File: config.mk
export PLATFORM = sky130hd
export DESIGN_NAME = ws2812_rx
export DESIGN_NICKNAME = d
export VERILOG_FILES = /design/src/rtl/ws_pkg.sv /design/src/rtl/pulse_timer.sv /design/src/rtl/ws2812_rx.sv
export SDC_FILE = /design/constraint.sdc
export NUM_CORES = 1
export LEC_CHECK = 0
export CAP_MARGIN = 20
export CORE_AREA = 3 3 73 109
export DETAILED_ROUTE_END_ITERATION = 6
export DIE_AREA = 0 0 76 112
export GPL_TIMING_DRIVEN = 0
export PLACE_DENSITY = 0.88
export SKIP_CTS_REPAIR_TIMING = 1
export SLEW_MARGIN = 20
export SYNTH_ARGS = -nofsm -noshare
export SYNTH_HDL_FRONTEND = slang
export SYNTH_HIERARCHICAL = 1
export SYNTH_SLANG_ARGS = --single-unit
File: constraint.sdc
create_clock -name clk -period 8.04 [get_ports clk]
set_clock_uncertainty 0.2 [all_clocks]
set_input_delay 1.206 -clock clk [delete_from_list [all_inputs] [get_ports clk]]
set_output_delay 1.206 -clock clk [all_outputs]
set_load 0.01 [all_outputs]
File: src/rtl/ws_pkg.sv
// rtl/ws_pkg.sv - shared WS2812 receiver state type and default timing constants
package ws_pkg;

    typedef enum logic [1:0] {
        ST_ARM  = 2'd0,
        ST_IDLE = 2'd1,
        ST_HIGH = 2'd2,
        ST_LOW  = 2'd3
    } ws_state_e;

    localparam int unsigned WS_BIT_THRESH = 29;
    localparam int unsigned WS_MIN_HIGH   = 8;
    localparam int unsigned WS_MAX_HIGH   = 64;
    localparam int unsigned WS_GAP_CYCLES = 2400;
    localparam int unsigned WS_WORD_BITS  = 24;

endpackage

File: src/rtl/pulse_timer.sv
// rtl/pulse_timer.sv - saturating cycle counter with sync clear and >= compare
module pulse_timer #(
    parameter int unsigned W   = 12,
    parameter int unsigned SAT = 4095
) (
    input  logic         clk,
    input  logic         rst_n,
    input  logic         clr_i,
    input  logic         en_i,
    input  logic [W-1:0] thresh_i,
    output logic [W-1:0] count_o,
    output logic         ge_o
);

    localparam logic [W-1:0] SAT_V = W'(SAT);

    logic [W-1:0] count_q, count_d;

    // A clear restarts at 1 when enabled so the clearing cycle itself is counted
    always_comb begin
        count_d = count_q;
        if (clr_i) begin
            count_d = en_i ? W'(1) : '0;
        end else if (en_i && (count_q < SAT_V)) begin
            count_d = count_q + W'(1);
        end
    end

    // Counter register
    always_ff @(posedge clk or negedge rst_n) begin
        if (!rst_n) begin
            count_q <= '0;
        end else begin
            count_q <= count_d;
        end
    end

    assign count_o = count_q;
    assign ge_o    = (count_q >= thresh_i);

endmodule

File: src/rtl/ws2812_rx.sv
// rtl/ws2812_rx.sv - WS2812 serial receiver to 24-bit GRB words; define WS_RX_FORWARD_EN for dout chaining
module ws2812_rx
    import ws_pkg::*;
#(
    parameter int unsigned BIT_THRESH = WS_BIT_THRESH,
    parameter int unsigned MIN_HIGH   = WS_MIN_HIGH,
    parameter int unsigned MAX_HIGH   = WS_MAX_HIGH,
    parameter int unsigned GAP_CYCLES = WS_GAP_CYCLES,
    parameter int unsigned IDX_W      = 8
) (
    input  logic             clk,
    input  logic             rst_n,
    input  logic             din,
    input  logic             pixel_ready,
    output logic [23:0]      pixel_data,
    output logic             pixel_valid,
    output logic [IDX_W-1:0] pixel_idx,
    output logic             frame_done,
    output logic             err_bit,
    output logic             err_overrun,
    output logic             dout
);

    localparam int unsigned   CW       = $clog2(GAP_CYCLES + 1);
    localparam logic [CW-1:0] MIN_V    = CW'(MIN_HIGH);
    localparam logic [CW-1:0] MAX_V    = CW'(MAX_HIGH);
    localparam logic [CW-1:0] BIT_V    = CW'(BIT_THRESH);
    localparam logic [CW-1:0] GAP_V    = CW'(GAP_CYCLES);
    localparam logic [4:0]    LAST_BIT = 5'(WS_WORD_BITS - 1);

    logic din_s1_q, din_s2_q, din_prev_q;
    logic rise, fall;

    ws_state_e        state_q, state_d;
    logic [4:0]       bit_cnt_q, bit_cnt_d;
    logic [22:0]      shreg_q, shreg_d;
    logic [23:0]      pixel_data_q, pixel_data_d;
    logic             pixel_valid_q, pixel_valid_d;
    logic [IDX_W-1:0] pixel_idx_q, pixel_idx_d;
    logic [IDX_W-1:0] word_cnt_q, word_cnt_d;
    logic             frame_done_q, frame_done_d;
    logic             err_bit_q, err_bit_d;
    logic             err_overrun_q, err_overrun_d;
    logic             got_bit_q, got_bit_d;
    logic             bit_valid, bit_val;

    // One run-length counter serves as hcnt while HIGH and lcnt while LOW/ARM,
    // since the line is only ever in one level; it restarts on every edge.
    logic [CW-1:0] run_cnt;
    logic [CW-1:0] run_thresh;
    logic          run_ge;

    assign rise       = din_s2_q & ~din_prev_q;
    assign fall       = ~din_s2_q & din_prev_q;
    assign run_thresh = (state_q == ST_HIGH) ? BIT_V : GAP_V;

    // Two-flop synchronizer plus one stage for edge detection
    always_ff @(posedge clk or negedge rst_n) begin
        if (!rst_n) begin
            din_s1_q   <= 1'b0;
            din_s2_q   <= 1'b0;
            din_prev_q <= 1'b0;
        end else begin
            din_s1_q   <= din;
            din_s2_q   <= din_s1_q;
            din_prev_q <= din_s2_q;
        end
    end

    pulse_timer #(
        .W   (CW),
        .SAT (GAP_CYCLES)
    ) u_run_timer (
        .clk      (clk),
        .rst_n    (rst_n),
        .clr_i    (rise | fall),
        .en_i     (1'b1),
        .thresh_i (run_thresh),
        .count_o  (run_cnt),
        .ge_o     (run_ge)
    );

    // Next-state: pulse decode, word assembly, latch handling and output handshake
    always_comb begin
        state_d       = state_q;
        bit_cnt_d     = bit_cnt_q;
        shreg_d       = shreg_q;
        pixel_data_d  = pixel_data_q;
        pixel_valid_d = pixel_valid_q & ~pixel_ready;
        pixel_idx_d   = pixel_idx_q;
        word_cnt_d    = word_cnt_q;
        frame_done_d  = 1'b0;
        err_bit_d     = err_bit_q;
        err_overrun_d = err_overrun_q;
        got_bit_d     = got_bit_q;
        bit_valid     = 1'b0;
        bit_val       = 1'b0;

        case (state_q)
            ST_ARM: begin
                if (!din_s2_q && run_ge) begin
                    state_d = ST_IDLE;
                end
            end
            ST_IDLE: begin
                if (rise) begin
                    state_d = ST_HIGH;
                end
            end
            ST_HIGH: begin
                if (run_cnt > MAX_V) begin
                    // Stuck-high line: drop the frame in progress and rearm
                    state_d    = ST_ARM;
                    err_bit_d  = 1'b1;
                    bit_cnt_d  = '0;
                    word_cnt_d = '0;
                    got_bit_d  = 1'b0;
                end else if (fall) begin
                    state_d = ST_LOW;
                    if (run_cnt < MIN_V) begin
                        err_bit_d = 1'b1;
                    end else begin
                        bit_valid = 1'b1;
                        bit_val   = run_ge;
                    end
                end
            end
            ST_LOW: begin
                if (rise) begin
                    state_d = ST_HIGH;
                end else if (!din_s2_q && run_ge) begin
                    state_d      = ST_IDLE;
                    frame_done_d = got_bit_q;
                    got_bit_d    = 1'b0;
                    if (bit_cnt_q != 5'd0) begin
                        err_bit_d = 1'b1;
                    end
                    bit_cnt_d  = '0;
                    word_cnt_d = '0;
                end
            end
            default: state_d = ST_ARM;
        endcase

        if (bit_valid) begin
            got_bit_d = 1'b1;
            if (bit_cnt_q == LAST_BIT) begin
                pixel_data_d  = {shreg_q, bit_val};
                pixel_valid_d = 1'b1;
                pixel_idx_d   = word_cnt_q;
                word_cnt_d    = word_cnt_q + IDX_W'(1);
                bit_cnt_d     = '0;
                if (pixel_valid_q && !pixel_ready) begin
                    err_overrun_d = 1'b1;
                end
            end else begin
                shreg_d   = {shreg_q[21:0], bit_val};
                bit_cnt_d = bit_cnt_q + 5'd1;
            end
        end
    end

    // State and output registers
    always_ff @(posedge clk or negedge rst_n) begin
        if (!rst_n) begin
            state_q       <= ST_ARM;
            bit_cnt_q     <= '0;
            shreg_q       <= '0;
            pixel_data_q  <= '0;
            pixel_valid_q <= 1'b0;
            pixel_idx_q   <= '0;
            word_cnt_q    <= '0;
            frame_done_q  <= 1'b0;
            err_bit_q     <= 1'b0;
            err_overrun_q <= 1'b0;
            got_bit_q     <= 1'b0;
        end else begin
            state_q       <= state_d;
            bit_cnt_q     <= bit_cnt_d;
            shreg_q       <= shreg_d;
            pixel_data_q  <= pixel_data_d;
            pixel_valid_q <= pixel_valid_d;
            pixel_idx_q   <= pixel_idx_d;
            word_cnt_q    <= word_cnt_d;
            frame_done_q  <= frame_done_d;
            err_bit_q     <= err_bit_d;
            err_overrun_q <= err_overrun_d;
            got_bit_q     <= got_bit_d;
        end
    end

    assign pixel_data  = pixel_data_q;
    assign pixel_valid = pixel_valid_q;
    assign pixel_idx   = pixel_idx_q;
    assign frame_done  = frame_done_q;
    assign err_bit     = err_bit_q;
    assign err_overrun = err_overrun_q;

`ifdef WS_RX_FORWARD_EN
    logic fwd_en_q, dout_q;

    // Pass the line downstream once this receiver has taken its own word, until the latch
    always_ff @(posedge clk or negedge rst_n) begin
        if (!rst_n) begin
            fwd_en_q <= 1'b0;
            dout_q   <= 1'b0;
        end else begin
            if (state_q == ST_LOW && state_d == ST_IDLE) begin
                fwd_en_q <= 1'b0;
            end else if (bit_valid && bit_cnt_q == LAST_BIT) begin
                fwd_en_q <= 1'b1;
            end
            dout_q <= fwd_en_q & din_s2_q;
        end
    end

    assign dout = dout_q;
`else
    assign dout = 1'b0;
`endif

endmodule
; ---- After elaboration in Yosys (flattened, before gate mapping)
; Index checks and enable logic that the tools add are counted.
[op_classes]
addsub = 3
magnitude_cmp = 4
n_eq_ne = 13
muxes = 46
n_bitwise = 8
n_reduce_logical = 15
[op_table]
columns = op, count
row1 = $mux 8, 5
row2 = $mux 12, 3
row3 = $mux 5, 5
row4 = $mux 1, 23
row5 = $pmux 8 s2, 1
row6 = $add 12x1->12 const B, 1
row7 = $ge 12x12->1, 1
row8 = $gt 12x7->1 const B, 1
row9 = $lt 12x12->1 const B, 1
row10 = $lt 12x4->1 const B, 1
row11 = $mux 2, 5
row12 = $pmux 5 s2, 1
row13 = $add 8x1->8 const B, 1
row14 = $ne 2x2->1 const B, 4
row15 = $pmux 2 s4, 1
row16 = $ne 3x2->1 const B, 2
row17 = $ne 3x3->1 const B, 2
row18 = $reduce_and 2->1, 3
row19 = $reduce_and 6->1, 1
row20 = $add 5x1->5 const B, 1
row21 = $eq 5x5->1 const B, 1
row22 = $reduce_bool 5->1, 1
row23 = $eq 2x2->1 const B, 2
row24 = $not 1->1, 4
row25 = 12 further kinds, 18
[word_totals]
regBits = 90
in_bits = 4
out_inout_bits = 37
word_cells = 104

; ---- Longest topological paths before layout
[logic_depth]
ltp_word = 9
ltp_mapped = 13
mapped_depth_nobuf = 13

; ---- Modules after synthesis
; Netlist, hierarchy kept.
[by_module_without_submodules]
columns = mod, n_inst, cells_each, area_each_um2, seq_area_each_um2
row1 = ws2812_rx, 1, 307, 3289.4, 1951.9
row2 = pulse_timer, 1, 106, 942.2, 300.3

; ---- Least setup slack after synthesis
; Ideal clock, no wire load.
[synth_path]
kind = register -> register
start = register state_q[0]
end = register got_bit_q
setup_ns = 0.118
t_arrival_ns = 2.647
required_ns = 7.722
path_slack_ns = 5.075
stages_incl_launch_ff = 13
path_buffers = 0
period_less_slack_ns = 2.965
path_cell_list = dfrtp_1 -> and2b_1 -> inv_1 -> inv_1 -> ha_1 -> nand4_1 -> nor2_1 -> a211oi_1 -> o21ai_0 -> or3b_2 -> a21oi_1 -> o21ai_1 -> a21o_1
[synth_between]
elab_chain_cells = 6
elab_cells_between_ends = 13
cone_classes = order compare (1) / eq/ne (5) / mux (4) / reduce/logical (3)
[synth_rtl]
columns = element, line_no
row1 = from (decl), ws2812_rx.sv:34  ; ws_state_e state_q, state_d;
row2 = from (signal assigned), ws2812_rx.sv:178  ; state_q <= state_d;
row3 = $eq 2x2->1, ws2812_rx.sv:55  ; assign run_thresh = (state_q == ST_HIGH) ? BIT_V : GAP_V;
row4 = $mux 12, ws2812_rx.sv:55
row5 = net run_thresh[0], ws2812_rx.sv:50  ; logic [CW-1:0] run_thresh;
row6 = $ge 12x12->1, pulse_timer.sv:39  ; assign ge_o = (count_q >= thresh_i);
row7 = net run_ge, ws2812_rx.sv:51  ; logic run_ge;
row8 = $logic_and 1x1->1, ws2812_rx.sv:131  ; end else if (!din_s2_q && run_ge) begin
row9 = $ne 3x3->1 (no line), -
row10 = $reduce_and 4->1 (no line), -
row11 = to (signal assigned), ws2812_rx.sv:188  ; got_bit_q <= got_bit_d;
row12 = to (decl), ws2812_rx.sv:44  ; logic got_bit_q, got_bit_d;
; The timed path passes the listed nets, and every way through them passes these cells.
; A chain may end at the register's enable or synchronous reset.

; ---- Worst setup path after layout
[layout_path]
start = register state_q[0]
end = register word_cnt_q[2]
[layout_between]
elab_chain_cells = 9
elab_cells_between_ends = 11
cone_classes = order compare (1) / eq/ne (2) / mux (7) / reduce/logical (1)
[layout_rtl]
columns = element, line_no
row1 = $eq 2x2->1 (*), ws2812_rx.sv:55
row2 = $mux 12 (*), ws2812_rx.sv:55
row3 = net run_thresh[0], ws2812_rx.sv:50
row4 = $ge 12x12->1 (*), pulse_timer.sv:39
row5 = net run_ge, ws2812_rx.sv:51
row6 = $logic_and 1x1->1 (*), ws2812_rx.sv:131
row7 = $mux 8 (*), ws2812_rx.sv:131
row8 = $mux 8 (*), ws2812_rx.sv:129  ; if (rise) begin
row9 = $pmux 8 s2 (*), ws2812_rx.sv:99  ; case (state_q)
row10 = $mux 8, ws2812_rx.sv:147  ; if (bit_cnt_q == LAST_BIT) begin
row11 = $mux 8 (*), ws2812_rx.sv:145  ; if (bit_valid) begin
row12 = net word_cnt_d[2], ws2812_rx.sv:40  ; logic [IDX_W-1:0] word_cnt_q, word_cnt_d;
row13 = to (signal assigned), ws2812_rx.sv:184  ; word_cnt_q <= word_cnt_d;
row14 = to (decl), ws2812_rx.sv:40
; Mark *: on every way through the listed nets, which the timed path passes. The rest lies on a longest branch.

==> flow_summary.html <==
<table>
<tr><th>Metric</th><th>Value</th></tr>
<tr><th colspan="2">Synth</th></tr>
<tr><td>Mean instance size in the synthesized netlist</td><td>10.2 sq um</td></tr>
<tr><td>Count of synthesis-stage warnings from yosys</td><td>6</td></tr>
<tr><td>Synthesized area</td><td>4230 sq um</td></tr>
<tr><td>Number of distinct library cells after synthesis</td><td>52</td></tr>
<tr><td>Portion of the post-synthesis area used by sequential elements</td><td>0.532</td></tr>
<tr><td>Count of flip-flops with a built-in enable after synthesis</td><td>0</td></tr>
<tr><td>Number of instances in the synthesized netlist</td><td>413</td></tr>
<tr><td>Top flip-flop cell by instance count after synthesis</td><td>sky130_fd_sc_hd__dfrtp_1</td></tr>
<tr><td>Asr flop ratio synth</td><td>1.00</td></tr>
<tr><td>Yosys reg bits</td><td>90</td></tr>
<tr><th colspan="2">Run status</th></tr>
<tr><td>Status</td><td>completed</td></tr>
<tr><th colspan="2">Drt</th></tr>
<tr><td>Number of violations reported at the end of detailed-routing iteration 0</td><td>188</td></tr>
<tr><td>Detailed Route WL</td><td>7.90 mm</td></tr>
<tr><td>Detailed-route via count</td><td>3104</td></tr>
<tr><td>Vias per std cell</td><td>5.38</td></tr>
<tr><td>Per-cell routed wire length</td><td>13.7 um</td></tr>
<tr><td>First-pass detailed-route iteration total</td><td>4</td></tr>
<tr><td>DRC errors left</td><td>0</td></tr>
<tr><td>Antenna Nets Post-Route</td><td>0</td></tr>
<tr><th colspan="2">GRT</th></tr>
<tr><td>Maximum number of pins on one net before global-route repair</td><td>63</td></tr>
<tr><td>Aggregate global-route resource usage</td><td>0.198</td></tr>
<tr><td>Wire length of the first global-routing pass</td><td>13.5 mm</td></tr>
<tr><td>Overall overflow remaining after global route</td><td>0</td></tr>
<tr><td>Number of global-route vias before repair</td><td>3080</td></tr>
<tr><td>Antenna violations before repair</td><td>0</td></tr>
<tr><th colspan="2">Critical path</th></tr>
<tr><td>Cell depth of the worst setup path</td><td>13</td></tr>
<tr><td>Crit path DAT</td><td>3.71 ns</td></tr>
<tr><td>Start-to-end type of the worst setup path</td><td>reg -&gt; reg</td></tr>
<tr><td>Longest individual stage delay on the worst path</td><td>0.51 ns</td></tr>
<tr><td>CP startpoint kind</td><td>flop</td></tr>
<tr><td>Cells traversed along the worst timing path</td><td>and2b_1, inv_1, inv_1, ha_1, nand4_1, nor2_1, a211oi_1, o21ai_0, or3b_2, a21oi_1, o21ai_1, o21ai_0, o21ai_0</td></tr>
<tr><td>Required time reported for the critical path endpoint</td><td>8.08 ns</td></tr>
<tr><td>Most prevalent standard cell on the critical path</td><td>sky130_fd_sc_hd__o21ai_0</td></tr>
<tr><td>Buffers &amp; Inverters on Critical Path</td><td>2</td></tr>
<tr><td>Critical path fanouts, max</td><td>10</td></tr>
<tr><td>Delay-heaviest family, CP</td><td>compound AO/OA/AOI/OAI gates</td></tr>
<tr><td>Register-to-Register Path Depth</td><td>13</td></tr>
<tr><td>Crit. End Element</td><td>flop</td></tr>
<tr><td>Slowest stage cell on the critical path</td><td>sky130_fd_sc_hd__or3b_2</td></tr>
<tr><th colspan="2">Job</th></tr>
<tr><td>Number of max-capacitance violations reported</td><td>0</td></tr>
<tr><th colspan="2">Layout</th></tr>
<tr><td>Fill cell total of the finished layout</td><td>523</td></tr>
<tr><td>Fraction of final layout cells with drive strength greater than 1</td><td>0.134</td></tr>
<tr><td>Layout Area Growth over Synthesis</td><td>18.3%</td></tr>
<tr><td>Final #Nets</td><td>494</td></tr>
<tr><td>Antenna cell count</td><td>0</td></tr>
<tr><th colspan="2">Hold path</th></tr>
<tr><td>Hold/Removal Path Class</td><td>reg -&gt; reg</td></tr>
<tr><td>Hold path cells</td><td>0</td></tr>
<tr><th colspan="2">Clock tree</th></tr>
<tr><td>Clock tree from TritonCTS</td><td>yes</td></tr>
<tr><td>Clock Root Buffer</td><td>sky130_fd_sc_hd__clkbuf_8</td></tr>
<tr><td>Clock sink count</td><td>90</td></tr>
<tr><td>H-Tree Depth</td><td>3</td></tr>
<tr><td>Skew-Pair Late Insertion Delay</td><td>0.36 ns</td></tr>
<tr><td>Number of buffers created by CTS</td><td>9</td></tr>
<tr><td>Clock Path Buffers</td><td>2</td></tr>
<tr><td>Worst-path clk slew</td><td>0.08 ns</td></tr>
<tr><th colspan="2">STA</th></tr>
<tr><td>Final setup violation count</td><td>0</td></tr>
<tr><td>Actual transition at the worst max-transition pin</td><td>0.720 ns</td></tr>
<tr><td>Min cycle time layout</td><td>3.67 ns</td></tr>
<tr><td>TNS Setup</td><td>0 ns</td></tr>
<tr><td>Top achievable clock speed</td><td>0.272 GHz</td></tr>
<tr><td>Final count of pins violating max slew</td><td>0</td></tr>
<tr><td>Headroom to the max-slew limit</td><td>0.516</td></tr>
<tr><td>Number of hold violations in the final report</td><td>0</td></tr>
<tr><td>Period Utilization, post-route</td><td>0.456</td></tr>
<tr><td>Setup repair after global routing missed its margin</td><td>no</td></tr>
<tr><th colspan="2">Floorplanning</th></tr>
<tr><td>Effective utilization at floorplan</td><td>0.589</td></tr>
<tr><td>Die Footprint</td><td>8510 sq um</td></tr>
<tr><td>Floorplan die width</td><td>76 um</td></tr>
<tr><td>Placeable core region</td><td>7180 sq um</td></tr>
<tr><td>Die boundary height</td><td>112 um</td></tr>
<tr><td>Site Rows</td><td>38</td></tr>
<tr><td>Ports</td><td>41</td></tr>
<tr><th colspan="2">Placed design</th></tr>
<tr><td>Routability Congestion</td><td>0.847</td></tr>
<tr><td>HPWL Detailed</td><td>5.74 mm</td></tr>
<tr><td>IO buf count</td><td>39</td></tr>
<tr><th colspan="2">Pwr</th></tr>
<tr><td>IR drop worst, VDD</td><td>0.000102 V</td></tr>
<tr><td>Standby leakage power</td><td>0.00252 uW</td></tr>
<tr><td>Pwr per Cell Area</td><td>177 nW/um^2</td></tr>
<tr><td>Power Total</td><td>885 uW</td></tr>
</table>
-- layer usage --
layer  track usage  up-vias  share of wire
met5             0        -              0
met4        0.0774        0          0.021
met3        0.0348       12          0.025
met2         0.388       38           0.56
met1         0.207     1526           0.39
li1              -     1528              -
-- logic make-up after synthesis --
family                   after synthesis  share of synthesized area
flip-flops                            90                      0.532
buffers and inverters                 39                     0.0429
other                                  2                    0.00177
adder cells (fa/ha/maj)               18                     0.0532
multiplexers                          29                     0.0754
XOR/XNOR                               2                    0.00414
AND/OR/NAND/NOR                      178                      0.204
AO/OA/AOI/OAI                         55                     0.0860
-- state kept, by name (all words and copies together) (netlist names) --
name / flops
got_bit_q: 1
word_cnt_q: 8
din_prev_q: 1
u_run_timer/count_o: 12
err_bit: 1
pixel_data: 24
state_q: 2
frame_done: 1
din_s1_q: 1
pixel_idx: 8
pixel_valid: 1
bit_cnt_q: 5
err_overrun: 1
shreg_q: 23
din_s2_q: 1
-- synth_stat cells (2+ instances only) --
cell type | number | area (sq um)
sky130_fd_sc_hd__nand2_1 | 114 | 428
sky130_fd_sc_hd__inv_1 | 25 | 93.8
sky130_fd_sc_hd__conb_1 | 2 | 7.51
sky130_fd_sc_hd__buf_4 | 2 | 15.0
sky130_fd_sc_hd__dfrtp_1 | 90 | 2250
sky130_fd_sc_hd__mux2_2 | 23 | 259
sky130_fd_sc_hd__and3_1 | 4 | 25.0
sky130_fd_sc_hd__o21ba_2 | 2 | 20.0
sky130_fd_sc_hd__a211oi_1 | 3 | 22.5
sky130_fd_sc_hd__mux2i_1 | 6 | 60.1
sky130_fd_sc_hd__ha_1 | 18 | 225
sky130_fd_sc_hd__nand3b_1 | 2 | 15.0
sky130_fd_sc_hd__buf_2 | 4 | 20.0
sky130_fd_sc_hd__clkbuf_1 | 5 | 18.8
sky130_fd_sc_hd__o31ai_1 | 4 | 30.0
sky130_fd_sc_hd__a21o_1 | 3 | 22.5
sky130_fd_sc_hd__o21ai_0 | 19 | 95.1
sky130_fd_sc_hd__o21a_1 | 2 | 15.0
sky130_fd_sc_hd__nor2_1 | 9 | 33.8
sky130_fd_sc_hd__buf_6 | 3 | 33.8
sky130_fd_sc_hd__a21boi_0 | 3 | 22.5
sky130_fd_sc_hd__nand3_1 | 14 | 70.1
sky130_fd_sc_hd__a21oi_1 | 9 | 45.0
sky130_fd_sc_hd__nor4_4 | 2 | 42.5
sky130_fd_sc_hd__or4_1 | 3 | 22.5
sky130_fd_sc_hd__and4_2 | 2 | 20.0
sky130_fd_sc_hd__or3_1 | 6 | 37.5
sky130_fd_sc_hd__nand4_1 | 8 | 50.1
sky130_fd_sc_hd__nor3_1 | 3 | 15.0
-- through the flow --
step                      hold slack, ns  cell area (sq um)  cells  utilization  setup WS (ns)
after floorplan                    0.131               4260    421            -           5.07
after global placement             0.132               4780    560        0.665           2.51
after detailed placement           0.142               4800    561        0.669           4.44
after CTS                          0.162               5010    577        0.697           4.40
after global routing               0.171               5010    577        0.697           4.03
final                              0.159               5010    577        0.697           4.37
-- power by group --
group	total (uW)	switching, uW	internal, uW
clock	313	159	154
combinational	99.3	66.3	33.0
sequential	473	12.9	460
-- cell type report --
class | instances | area [sq um] | share of cell area
clock buffer | 11 | 141 | 0.0282
buffer | 14 | 87.6 | 0.0175
inverter | 25 | 93.8 | 0.0187
sequential | 90 | 2250 | 0.450
multi-input combinational | 292 | 1830 | 0.365
timing repair buffer | 40 | 415 | 0.0830
clock inverter | 5 | 62.6 | 0.0125
tap | 100 | 125 | 0.0250
-- final timing paths --
path | slack [ns] | to | startpoint
max in group asynchronous | 6.47 | shreg_q[0] | rst_n
worst min-delay path | 0.16 | din_s2_q | din_s1_q
worst max register to register | 4.37 | word_cnt_q[2] | state_q[0]
worst min register to register | 0.16 | din_s2_q | din_s1_q
worst max-delay path | 4.37 | word_cnt_q[2] | state_q[0]
min in group asynchronous | 0.56 | pixel_data[23] | rst_n
-- cell usage in the layout (no fill, tap or decap), types with 4 or more instances in the layout --
cell	n
sky130_fd_sc_hd__and3_1	4
sky130_fd_sc_hd__mux2i_1	6
sky130_fd_sc_hd__conb_1	10
sky130_fd_sc_hd__nand3_1	14
sky130_fd_sc_hd__o31ai_1	4
sky130_fd_sc_hd__inv_1	25
sky130_fd_sc_hd__mux2_2	23
sky130_fd_sc_hd__or3_1	6
sky130_fd_sc_hd__ha_1	18
sky130_fd_sc_hd__nand4_1	8
sky130_fd_sc_hd__nor2_1	9
sky130_fd_sc_hd__dfrtp_1	90
sky130_fd_sc_hd__clkbuf_1	6
sky130_fd_sc_hd__o21ai_0	19
sky130_fd_sc_hd__buf_2	4
sky130_fd_sc_hd__clkdlybuf4s50_1	38
sky130_fd_sc_hd__a21oi_1	9
sky130_fd_sc_hd__clkbuf_8	10
sky130_fd_sc_hd__nand2_1	114
No activity file was read; power rests on OpenSTA's default activity.
